### config.mk
export PLATFORM = sky130hd
export DESIGN_NAME = onehot_scan_decoder
export DESIGN_NICKNAME = d
export VERILOG_FILES = /design/src/rtl/onehot_scan_decoder.sv
export SDC_FILE = /design/constraint.sdc
export NUM_CORES = 1
export LEC_CHECK = 0
export BUFFER_PORTS_ARGS = -buffer_cell sky130_fd_sc_hd__buf_4
export CAP_MARGIN = 25
export CORE_AREA = 2 2 39 41
export CTS_CLUSTER_DIAMETER = 40
export CTS_CLUSTER_SIZE = 25
export DETAILED_ROUTE_END_ITERATION = 7
export DIE_AREA = 0 0 41 43
export GPL_ROUTABILITY_DRIVEN = 0
export GPL_TIMING_DRIVEN = 1
export SYNTH_ARGS = -nofsm -noshare
export SYNTH_HDL_FRONTEND = slang
export SYNTH_SLANG_ARGS = --single-unit
### constraint.sdc
create_clock -name clk -period 1 [get_ports clk]
set_input_delay 0.05 -clock clk [delete_from_list [all_inputs] [get_ports clk]]
set_output_delay 0.05 -clock clk [all_outputs]
set_load 0.005 [all_outputs]
### src/rtl/onehot_scan_decoder.sv
// onehot_scan_decoder: registered binary-to-one-hot decoder with N = 2^AW
// outputs, output enable, explicit address load and an optional auto-scan
// sequencer that walks the active output up or down once every DIV clocks.
//
// Build option: define ONEHOT_SCAN_EN to build the scan sequencer (FSM,
// prescaler, direction control and wrap pulse). Without it, scan and dir are
// ignored, wrap is tied low and idx changes only on load or reset.
//
// Handshake: there is no valid/ready pair. load is a one-cycle strobe that
// is consumed on the edge that samples it; scan, dir and en are levels
// sampled on every rising edge. All outputs are registered.
module onehot_scan_decoder #(
   parameter int AW  = 3,
   parameter int DIV = 4
) (
   input  logic                clk,
   input  logic                reset,
   input  logic [AW-1:0]       addr,
   input  logic                load,
   input  logic                scan,
   input  logic                dir,
   input  logic                en,
   output logic [(1<<AW)-1:0]  y,
   output logic [AW-1:0]       idx,
   output logic                wrap
);

   localparam int N = 1 << AW;

   logic [AW-1:0] idx_next;
   logic          wrap_next;
   logic [N-1:0]  y_next;

`ifdef ONEHOT_SCAN_EN
   localparam int            PW    = (DIV > 1) ? $clog2(DIV) : 1;
   localparam logic [PW-1:0] PLAST = PW'(DIV - 1);

   typedef enum logic {
      HOLD = 1'b0,
      SCAN = 1'b1
   } state_t;

   // state is kept as a named signal so checkers can bind to the FSM.
   state_t        state;
   state_t        state_next;
   logic [PW-1:0] pcnt;
   logic [PW-1:0] pcnt_next;
   logic          step;

   // FSM state and prescaler registers.
   always_ff @(posedge clk) begin
      if (reset) begin
         state <= HOLD;
         pcnt  <= '0;
      end else begin
         state <= state_next;
         pcnt  <= pcnt_next;
      end
   end

   // Next state, prescaler, index and wrap. A load overrides any step and
   // restarts the prescaler without changing the FSM state.
   always_comb begin
      state_next = state;
      pcnt_next  = '0;
      idx_next   = idx;
      step       = 1'b0;
      wrap_next  = 1'b0;
      if (load) begin
         idx_next = addr;
      end else begin
         case (state)
            HOLD: begin
               if (scan) state_next = SCAN;
            end
            SCAN: begin
               if (!scan) begin
                  state_next = HOLD;
               end else if (pcnt == PLAST) begin
                  step = 1'b1;
               end else begin
                  pcnt_next = pcnt + PW'(1);
               end
            end
            default: state_next = HOLD;
         endcase
         // dir is only looked at here, so a mid-period change applies at
         // the next step.
         if (step) begin
            if (dir) begin
               idx_next  = idx - AW'(1);
               wrap_next = (idx == '0);
            end else begin
               idx_next  = idx + AW'(1);
               wrap_next = (idx == '1);
            end
         end
      end
   end
`else
   // scan and dir have no function in this build.
   logic unused_scan_inputs;
   assign unused_scan_inputs = ^{scan, dir};

   // Index changes only on load; wrap never fires.
   always_comb begin
      idx_next  = load ? addr : idx;
      wrap_next = 1'b0;
   end
`endif

   // Decode the index the register takes on this edge so y always matches idx.
   always_comb begin
      y_next = '0;
      if (en) y_next = N'(1) << idx_next;
   end

   // Output and index registers.
   always_ff @(posedge clk) begin
      if (reset) begin
         idx  <= '0;
         y    <= '0;
         wrap <= 1'b0;
      end else begin
         idx  <= idx_next;
         y    <= y_next;
         wrap <= wrap_next;
      end
   end

endmodule

==> results.cfg <==
[synth]
synth_cell_type_count = 14
synth_edf_count = 0
syn_avg_cell_area_um2 = 10.9
ys_top_cells_by_area = dfxtp_1, a211oi_1, mux2i_1
synthesis.area_um2 = 425
syn-instance-count = 39
synth_warnings = 0
synth_top_area_cell = dfxtp_1
synth.net_count = 48
synth_top_area_frac = 0.518
seq_area_frac_synth = 0.518
ys_seq_elements = 11
synth_ff_type = dfxtp_1
synthArstFlopShare = 0
yosysMostFrequentCell = dfxtp_1
synthTopCellsByCount = dfxtp_1, a211oi_1

[cts]
insertion_delay_ns = 0.26
clockRootBuffer = clkbuf_4
cts_sinks = 11
htreeDepth = 1
cts_tree = done
numCtsBuffers = 3
clockBufferDepth = 2
path_clk_slew_ns = 0.07

[setup_path]
max_stage_delay_ns = 0.40
required_ns = 1.18
cp_top_family = simple AND/OR/NAND/NOR gates
critPathArrivalTime_ns = 1.19
cpMaxStageDelayCell = or3b_4
crit_fanout = 4
path_cells = or3b_4 > a211oi_2
start_kind = flip-flop
crit_buf_inv = 0
path_class = flip-flop to flip-flop
cp-end-kind = flip-flop

[place]
io_buffers = 17
placed_area_um2 = 576

[status]
status = finished with violations
violations = setup timing

[floorplanning]
num_rows = 14
die_area_um2 = 1760
core_area_um2 = 1380
fp.dieW_um = 41
io_pins = 21
die_y_um = 43
initial_core_util = 0.307

[power_and_ir_drop]
power.density_nw_per_um2 = 1360
leakage_nw = 0.271
switching_power_w = 0.000211
clkPwrFrac = 0.335
p_total_w = 0.000890
pwr-share-comb = 0.148
p_int_w = 0.000679
switching_share = 0.237
seqPwrFrac = 0.517
peakVddDrop_uv = 674

[global_route]
first_global_vias = 315
grt_use_total = 0.122
antenna_found_initial = 0
grt_overflow = 0
grt_max_degree = 13
grt_pass1_wl_um = 1370

[final_layout]
layout.nets = 71
diodes = 0
n_fill_cell = 139
layout-drive-gt1-share = 0.574
register_area_um2 = 223
area.growth.synth_to_final_pct = 53.2
final_util = 0.471
multi_input_area_um2 = 223
fin_area_um2 = 652

[drt]
vias_per_cell = 4.70
wl_per_cell_um = 10.4
drt_iter0_markers = 0
drt-pass1-iter-count = 1
wirelength_um = 803
num_vias = 362
antenna_left = 0
drc = 0

[sta]
hold_viol_final = 0
setup_viol = 1
period_minus_slack_ns = 1.01
post-route-period-util = 1.01
finalMaxSlewViolations = 0
setup_tns_ns = -0.00701
fmax_ghz = 0.993
setup_slack_ns = -0.00701
clock_skew_ns = 0.00229
holdWs_ns = 0.0557
rsz0062_at_grt = yes

[flow_run]
drv_cap = 0

[worst_hold_path]
hp-class = input port to flip-flop
==> stage by stage <==
stage / worst slack (ns) / instances
6_report: -0.00701 / 77
5_1_grt: -0.0505 / 77
4_1_cts: -0.0108 / 77
3_5_place_dp: -0.0426 / 72
3_3_place_gp: -0.0209 / 72
2_1_floorplan: 0.00833 / 39
==> what timing repair did <==
action | in CTS | in global routing
hold endpoints to repair | 3 | 0
resized for setup | 9 | 0
pin swaps | 6 | 0
setup endpoints to repair | 6 | 7
hold buffers | 1 | 0
setup buffers | 0 | 0
==> worst paths after layout <==
kind | slack, ns | to | startpoint | cells after the start
setup / recovery | -0.007 | y[6] | idx[1] | 2
hold / removal | 0.06 | idx[0] | addr[0] | 3
setup reg to reg | -0.007 | y[6] | idx[1] | 2
hold reg to reg | 0.57 | y[4] | idx[0] | 2
==> worst min-delay path, cell delays in order <==
cell and delay, ns:
buf_4 0.10, mux2i_1 0.06, nor2_1 0.07
==> power by group through the flow <==
| stage | Sequential (W) | Clock (W) | Combinational [W] |
|---|---|---|---|
| 3_5_place_dp | 0.000470 | 0 | 0.000112 |
| 5_1_grt | 0.000463 | 0.000335 | 0.000144 |
| 6_report | 0.000460 | 0.000298 | 0.000132 |
| 2_1_floorplan | 0.000472 | 0 | 0.0000534 |
| 4_1_cts | 0.000460 | 0.000307 | 0.000133 |
| 3_3_place_gp | 0.000469 | 0 | 0.000112 |
==> cell usage in the layout, fill, tap and decap left out <==
master	Yosys	routed
dlygate4sd3_1	0	1
dfxtp_2	0	2
conb_1	1	1
or3b_1	3	1
mux2i_1	3	3
or3b_4	0	2
nand3_1	1	1
clkbuf_4	0	3
mux2_2	1	1
dfxtp_1	11	9
clkbuf_1	0	1
a211oi_2	0	6
nor2_1	3	3
or3_4	0	1
buf_4	1	20
a211oi_1	8	2
nand3b_1	3	3
nand2b_1	1	1
==> cells by family (layout without fill, tap and decap cells) <==
group | after synthesis | count (layout) | share of synthesized area
multiplexers | 4 | 4 | 0.0971
flip-flops | 11 | 11 | 0.518
AND/OR/NAND/NOR | 12 | 12 | 0.182
other | 1 | 1 | 0.00882
AO/OA/AOI/OAI | 8 | 8 | 0.141
buffers and inverters | 3 | 25 | 0.0529
==> sequential cells by signal, indices dropped and copies added (netlist names) <==
name,flops
y,8
idx,3
==> layer usage <==
layer	global-route usage	part of all wire
met3	0.0471	0.060
met4	0.100	0.027
met1	0.155	0.42
met2	0.153	0.49
met5	0	0
==> layout make-up <==
type | instances | area share
well taps | 16 | 0.0307
clock buffers | 4 | 0.0403
repair buffers | 21 | 0.246
multi-input cells | 25 | 0.342
flip-flops and latches | 11 | 0.342
Power figures use the tool's default switching activity.
